$ cat config.mk
export PLATFORM = sky130hd
export DESIGN_NAME = wishbone_rr_arbiter
export DESIGN_NICKNAME = d
export VERILOG_FILES = /design/src/rtl/wishbone_rr_arbiter.sv
export SDC_FILE = /design/constraint.sdc
export NUM_CORES = 1
export LEC_CHECK = 0
export CAP_MARGIN = 5
export CORE_AREA = 2 2 160 162
export CTS_BUF_LIST = sky130_fd_sc_hd__clkbuf_8 sky130_fd_sc_hd__clkbuf_16
export DETAILED_ROUTE_END_ITERATION = 6
export DIE_AREA = 0 0 162 164
export GPL_TIMING_DRIVEN = 0
export PLACE_DENSITY_LB_ADDON = 0.12
export SKIP_CTS_REPAIR_TIMING = 1
export SYNTH_ARGS = -nofsm -noshare
export SYNTH_HDL_FRONTEND = slang
export SYNTH_SLANG_ARGS = --single-unit
$ cat constraint.sdc
create_clock -name clock -period 2.75 [get_ports clock]
set_input_delay 0.4125 -clock clock [delete_from_list [all_inputs] [get_ports clock]]
set_output_delay 0.4125 -clock clock [all_outputs]
set_load 0.05 [all_outputs]
$ cat src/rtl/wishbone_rr_arbiter.sv
// Round-robin Wishbone arbiter: NUM_PRIMARIES primaries share one secondary.
// Each granted primary keeps the bus for as long as it holds cyc. A watchdog
// returns a one-cycle err to the holder if the secondary never acks a strobe.
//
// Handshake: a beat completes on the cycle where s_stb=1 and s_ack=1. The
// forwarded p_ack[gnt] is a combinational copy of s_ack. A primary may drop
// cyc in the same cycle it sees its final ack.
module wishbone_rr_arbiter #(
   parameter int NUM_PRIMARIES  = 4,
   parameter int DATA_SIZE      = 32,
   parameter int ADDR_SIZE      = 32,
   parameter int TIMEOUT_CYCLES = 255
) (
   input  logic                                 clock,
   input  logic                                 reset,
   input  logic [NUM_PRIMARIES-1:0]             p_cyc,
   input  logic [NUM_PRIMARIES-1:0]             p_stb,
   input  logic [NUM_PRIMARIES-1:0]             p_we,
   input  logic [NUM_PRIMARIES*ADDR_SIZE-1:0]   p_addr,
   input  logic [NUM_PRIMARIES*DATA_SIZE-1:0]   p_dat_w,
   output logic [DATA_SIZE-1:0]                 p_dat_r,
   output logic [NUM_PRIMARIES-1:0]             p_ack,
   output logic [NUM_PRIMARIES-1:0]             p_err,
   output logic                                 s_cyc,
   output logic                                 s_stb,
   output logic                                 s_we,
   output logic [ADDR_SIZE-1:0]                 s_addr,
   output logic [DATA_SIZE-1:0]                 s_dat_w,
   input  logic [DATA_SIZE-1:0]                 s_dat_r,
   input  logic                                 s_ack,
   output logic [$clog2(NUM_PRIMARIES)-1:0]     gnt,
   output logic [1:0]                           state_dbg
);

   localparam int GW  = $clog2(NUM_PRIMARIES);
   // Keep the watchdog counter at least one bit wide when it is disabled.
   localparam int WDW = (TIMEOUT_CYCLES > 0) ? $clog2(TIMEOUT_CYCLES + 1) : 1;

   typedef enum logic [1:0] {
      IDLE = 2'd0,
      BUSY = 2'd1,
      ERR  = 2'd2
   } state_t;

   state_t         state_q, state_n;
   logic [GW-1:0]  gnt_q, gnt_n;
   logic [GW-1:0]  rr_q, rr_n;
   logic [GW-1:0]  pick;
   logic [GW-1:0]  gnt_inc;
   logic [WDW-1:0] wd_q, wd_n;
   logic           any_req;
   logic           wd_hit;
   logic [GW:0]    scan_idx;

   // Scan requests starting at rr_q, wrapping explicitly so non-power-of-2 counts work.
   always_comb begin
      any_req  = 1'b0;
      pick     = '0;
      scan_idx = '0;
      for (int i = 0; i < NUM_PRIMARIES; i++) begin
         scan_idx = {1'b0, rr_q} + (GW+1)'(i);
         if (scan_idx >= (GW+1)'(NUM_PRIMARIES)) begin
            scan_idx = scan_idx - (GW+1)'(NUM_PRIMARIES);
         end
         if (!any_req && p_cyc[scan_idx[GW-1:0]]) begin
            any_req = 1'b1;
            pick    = scan_idx[GW-1:0];
         end
      end
   end

   assign gnt_inc = (gnt_q == GW'(NUM_PRIMARIES - 1)) ? '0 : gnt_q + GW'(1);
   assign wd_hit  = (TIMEOUT_CYCLES > 0) && (wd_q == WDW'(TIMEOUT_CYCLES));

   // Next-state logic: grant selection, lock release, watchdog counting.
   always_comb begin
      state_n = state_q;
      gnt_n   = gnt_q;
      rr_n    = rr_q;
      wd_n    = '0;
      case (state_q)
         IDLE: begin
            if (any_req) begin
               gnt_n   = pick;
               state_n = BUSY;
            end
         end
         BUSY: begin
            if (!p_cyc[gnt_q]) begin
               state_n = IDLE;
               rr_n    = gnt_inc;
            end else if ((TIMEOUT_CYCLES > 0) && p_stb[gnt_q] && !s_ack) begin
               // An ack on the threshold cycle keeps us out of this branch, so ack wins.
               if (wd_hit) begin
                  state_n = ERR;
               end else begin
                  wd_n = wd_q + WDW'(1);
               end
            end
         end
         ERR: begin
            state_n = IDLE;
            rr_n    = gnt_inc;
         end
         default: begin
            state_n = IDLE;
         end
      endcase
   end

   // State, grant, round-robin pointer and watchdog registers.
   always_ff @(posedge clock or negedge reset) begin
      if (!reset) begin
         state_q <= IDLE;
         gnt_q   <= '0;
         rr_q    <= '0;
         wd_q    <= '0;
      end else begin
         state_q <= state_n;
         gnt_q   <= gnt_n;
         rr_q    <= rr_n;
         wd_q    <= wd_n;
      end
   end

   // Bus muxing: the secondary only sees the holder while BUSY; err pulses in ERR.
   always_comb begin
      s_cyc   = 1'b0;
      s_stb   = 1'b0;
      s_we    = 1'b0;
      s_addr  = '0;
      s_dat_w = '0;
      p_dat_r = '0;
      p_ack   = '0;
      p_err   = '0;
      case (state_q)
         BUSY: begin
            s_cyc        = p_cyc[gnt_q];
            s_stb        = p_stb[gnt_q];
            s_we         = p_we[gnt_q];
            s_addr       = p_addr[gnt_q*ADDR_SIZE +: ADDR_SIZE];
            s_dat_w      = p_dat_w[gnt_q*DATA_SIZE +: DATA_SIZE];
            p_dat_r      = s_dat_r;
            p_ack[gnt_q] = s_ack;
         end
         ERR: begin
            p_err[gnt_q] = 1'b1;
         end
         default: begin
         end
      endcase
   end

   assign gnt       = gnt_q;
   assign state_dbg = state_q;

endmodule
Yosys cells after proc, flatten, opt, wreduce, memory -nomap -nowiden
Cells that the tools add are included.
Word-level totals
  logic and storage cells: 96
  input port bits: 303
  memories: 0
  memory bits (writable): 0
  register bits after elaboration: 14
  output and inout bits: 111
  latch bits: 0
  memory bits (read-only): 0
Operators by class
  multipliers: 0
  muxes and demuxes: 48
  div/mod/pow operators: 0
  shift-type cells: 2
  bitwise operators: 1
  order comparisons: 10
  $add $sub $neg: 9
  reductions and logical operators: 14
  equality and inequality tests: 8
Operators with widths (count)
  $shiftx 128x8->32: 2
  $mux 32: 3
  $mux 8: 4
  $mux 2: 14
  $lt 2x3->1 const B: 5
  $mux 1: 15
  $bmux 1 s2: 7
  $ge 3x3->1 const B: 3
  $add 8x1->8 const B: 1
  $eq 8x8->1 const B: 1
  $mux 4: 2
  $pmux 2 s2: 2
  $sub 2x1->2 const B: 4
  $add 2x2->3 const B: 2
  $ne 3x3->1 const B: 2
  $logic_and 1x1->1: 5
  $and 4x4->4: 1
  $eq 2x2->1 const B: 2
  $logic_not 1->1: 4
  $ne 2x2->1 const B: 2
  $reduce_and 2->1: 2
  $add 2x1->3 const B: 1
  $ge 2x3->1 const B: 1
  $reduce_and 3->1: 1
  6 further kinds: 6

Longest topological paths before layout
  word-level depth: 16
  mapped depth: 7

Worst setup path before layout
OpenSTA, ideal clock, no wires.
  path type: register to output
  from: reg gnt_q[0] (netlist: gnt[0])
  to: out s_addr[0]
  arrival: 2.001 ns
  setup slack: 0.336 ns
  path buffers: 2
  data required time: 2.338 ns
  stages on the path, launching flop included: 5
  cell sequence: dfrtp_1 > buf_6 > buf_2 > mux4_2 > and2_1
On the way
  word-level cells in the longest chain between the ends: 2
Ends and longest elaborated chain
  start: declaration: RTL line 46  | logic [GW-1:0] gnt_q, gnt_n;
  start signal: assignment: RTL line 120  | gnt_q <= gnt_n;
  $shiftx 128x8->32: RTL line 141  | s_addr = p_addr[gnt_q*ADDR_SIZE +: ADDR_SIZE];
  $mux 32: RTL line 136  | case (state_q)
  end: declaration: RTL line 27  | output logic [ADDR_SIZE-1:0] s_addr,
Every way passes these cells.

Worst setup path in the final report
  from: reg gnt_q[1] (netlist: gnt[1])
  to: out s_addr[28]
The elaborated chain is that of the path after synthesis.

==> flow_summary.yaml <==
outcome:
  outcome: "completed"
routing:
  vias: 4166
  first_pass_iters: 4
  drcViolationCount: 0
  wire_per_inst_um: 19.2
  antenna_left: 0
  drt_iter0_drc: 84
  routed_wl_mm: 19.9
  viasPerCell: 4.02
finish:
  final_cells: 1037
  fin_nets: 1015
  final_util: 0.314
  area_growth_pct: 144
  layout-drive-gt1-share: 0.201
synth:
  synth_common_cells: "102 x and2_1, 67 x mux4_2, 15 x clkbuf_1, 14 x dfrtp_1, 8 x buf_2"
  ys_types: 41
  yosysMostFrequentCell: "and2_1"
  syn-num-nets: 597
  seq_area_frac_synth: 0.110
  synth_edf_count: 0
  ys_ff_latch: 14
  synth_cells: 289
  synthFlopType: "dfrtp_1"
  yosysTopAreaCell: "mux4_2"
  syn_area_mm2: 0.00319
  syn_area_per_cell_um2: 11.1
  ys_warn_count: 0
  synth_top_area_frac: 0.472
  ys_async_sr_fraction: 1.00
  synth_area_leaders: "mux4_2 47%, and2_1 20%, dfrtp_1 11%"
power_and_ir_drop:
  power_frac_comb: 0.918
  max-vdd-ir-drop_v: 0.000418
  internal_power_mw: 3.09
  powerDensity_mw_per_mm2: 960
  pwr-share-seq: 0.042
  power_frac_clock: 0.040
  switching_share: 0.587
  p_leak_nw: 3.67
  switchingPower_mw: 4.40
sta:
  fin_ws_ns: 0.144
  fin_crit_ns: 2.61
  slew-limit-headroom: 0.572
  fin_crit_sh: 0.948
  tightest_slew_ns: 0.640
  slew_violations: 0
  hold_violations: 0
  fmax_mhz: 384
  fin_tns_setup_ns: 0
  setup_viol: 0
  rsz0062_at_grt: "no"
  fin_worst_skew_ns: 0.00321
cts:
  cts_root_buf: "clkbuf_16"
  ctsLongestPathBuffers: 2
  clk_latency_ns: 0.24
  clkSlewWorstSetupHoldPaths_ns: 0.05
  numCtsBuffers: 3
  tritoncts: "built"
  clkSinkCount: 14
  htreeDepth: 1
critical_path:
  crit_type: "reg -> out"
  rr_worst_depth: 7
  crit_fanout: 10
  r2r-end: "rr_q[1]"
  rr_startpoint: "gnt[1]"
  cp.arrival_ns: 2.19
  setup.worst_path.end_class: "output port"
  startpoint_type: "flop"
  required_ns: 2.34
  r2r_setup_slack_ns: 0.67
hold_path:
  whs_path_depth: 1
  hold_class: "reg -> reg"
  hold_end: "wd_q[0]"
  hp-start: "wd_q[0]"
job:
  cap_violations: 0
grt:
  grt_pass1_wl_mm: 28.0
  grt_use_total: 0.138
  grt_max_degree: 15
  antenna_found_initial: 0
  first_global_vias: 4525
  overflow: 0
placed_design:
  portBuffers: 413
  dp_hpwl_mm: 17.3
  dp_slack_ns: -0.568
  dpl.cell_count: 1032
  place_congestion: 0.815
die:
  io_pins: 414
  row_count: 58
  fp.dieW_um: 162
  start_util: 0.129
  core_mm2: 0.0248
  fp.dieArea_mm2: 0.0266
  die_h_um: 164
[per-stage QoR]
stage	power, mW	hold WS (ns)	instance area (um2)
2_1_floorplan	5.10	0.117	3190
3_3_place_gp	7.60	0.513	7740
3_5_place_dp	7.62	0.517	7740
4_1_cts	7.95	0.524	7830
5_1_grt	7.89	0.552	7790
6_report	7.49	0.522	7800
[logic make-up (layout without fill, tap and decap cells)]
group,after synthesis,after routing,share of synthesized area
and+or+nand+nor,144,144,0.281
muxes,68,68,0.476
buffers and inverters,34,451,0.0619
AOI/OAI and AO/OA,21,21,0.0439
DFF,14,14,0.110
adders and majority gates,5,5,0.0196
xor gates and xnor gates,3,3,0.00823
other,0,1,0
[worst max-delay path, stage by stage, from the launching register on]
cell and delay [ns]:
dfrtp_1 0.43, clkbuf_4 0.27, buf_4 0.26, buf_4 0.25, mux4_2 0.33, and2_1 0.17, clkbuf_2 0.23
[final cells by class]
cell class,instances,area [um2]
plain buffers,28,205
inverters,6,22.5
clock buffers,4,88.8
well taps,330,413
fillers,2573,17000
diodes,1,2.50
flip-flops and latches,14,350
multi-input cells,241,2650
repair buffers,413,4070
[sequential cells by signal, summed over array words and instances (netlist names)]
register / cells
gnt: 2
rr_q: 2
state_dbg: 2
wd_q: 8
[routing by layer]
metal | routed length (um) | global-route usage
met4 | 108 | 0.0133
met3 | 1490 | 0.0328
met1 | 7410 | 0.152
met2 | 10900 | 0.275
met5 | 0 | 0
[power groups by stage]
stage	registers, mW	clock network [mW]	logic (mW)
2_1_floorplan	0.371	0	4.73
3_3_place_gp	0.320	0	7.28
3_5_place_dp	0.319	0	7.30
4_1_cts	0.316	0.306	7.33
5_1_grt	0.326	0.318	7.25
6_report	0.316	0.300	6.87
[worst max path at each step]
stage                      start          to  slack [ns]
finish                    gnt[1]  s_addr[28]        0.14
global route              gnt[1]    p_err[0]        0.01
CTS                 state_dbg[1]  s_addr[17]       -0.85
detailed placement  state_dbg[1]  s_addr[17]       -0.57
global placement    state_dbg[0]  s_addr[19]       -0.58
floorplan                 gnt[0]   s_addr[0]        0.34
[placed cells by master (no fill, tap or decap), types with 3 or more instances in the layout]
cell | Yosys | routed
clkdlybuf4s50_1 | 0 | 307
and2_1 | 102 | 102
mux4_2 | 67 | 67
dlymetal6s2s_1 | 0 | 62
clkbuf_2 | 0 | 53
dfrtp_1 | 14 | 14
nor2_1 | 7 | 7
inv_1 | 6 | 6
buf_4 | 1 | 5
a21oi_1 | 5 | 5
clkbuf_1 | 15 | 5
and3_1 | 5 | 5
ha_1 | 5 | 5
o21ai_0 | 4 | 4
nor2b_1 | 4 | 4
nand3_1 | 4 | 4
nand2_1 | 4 | 4
nand2b_1 | 4 | 4
clkbuf_4 | 0 | 3
buf_12 | 3 | 3
clkbuf_16 | 0 | 3
Power figures use the tool's default switching activity.
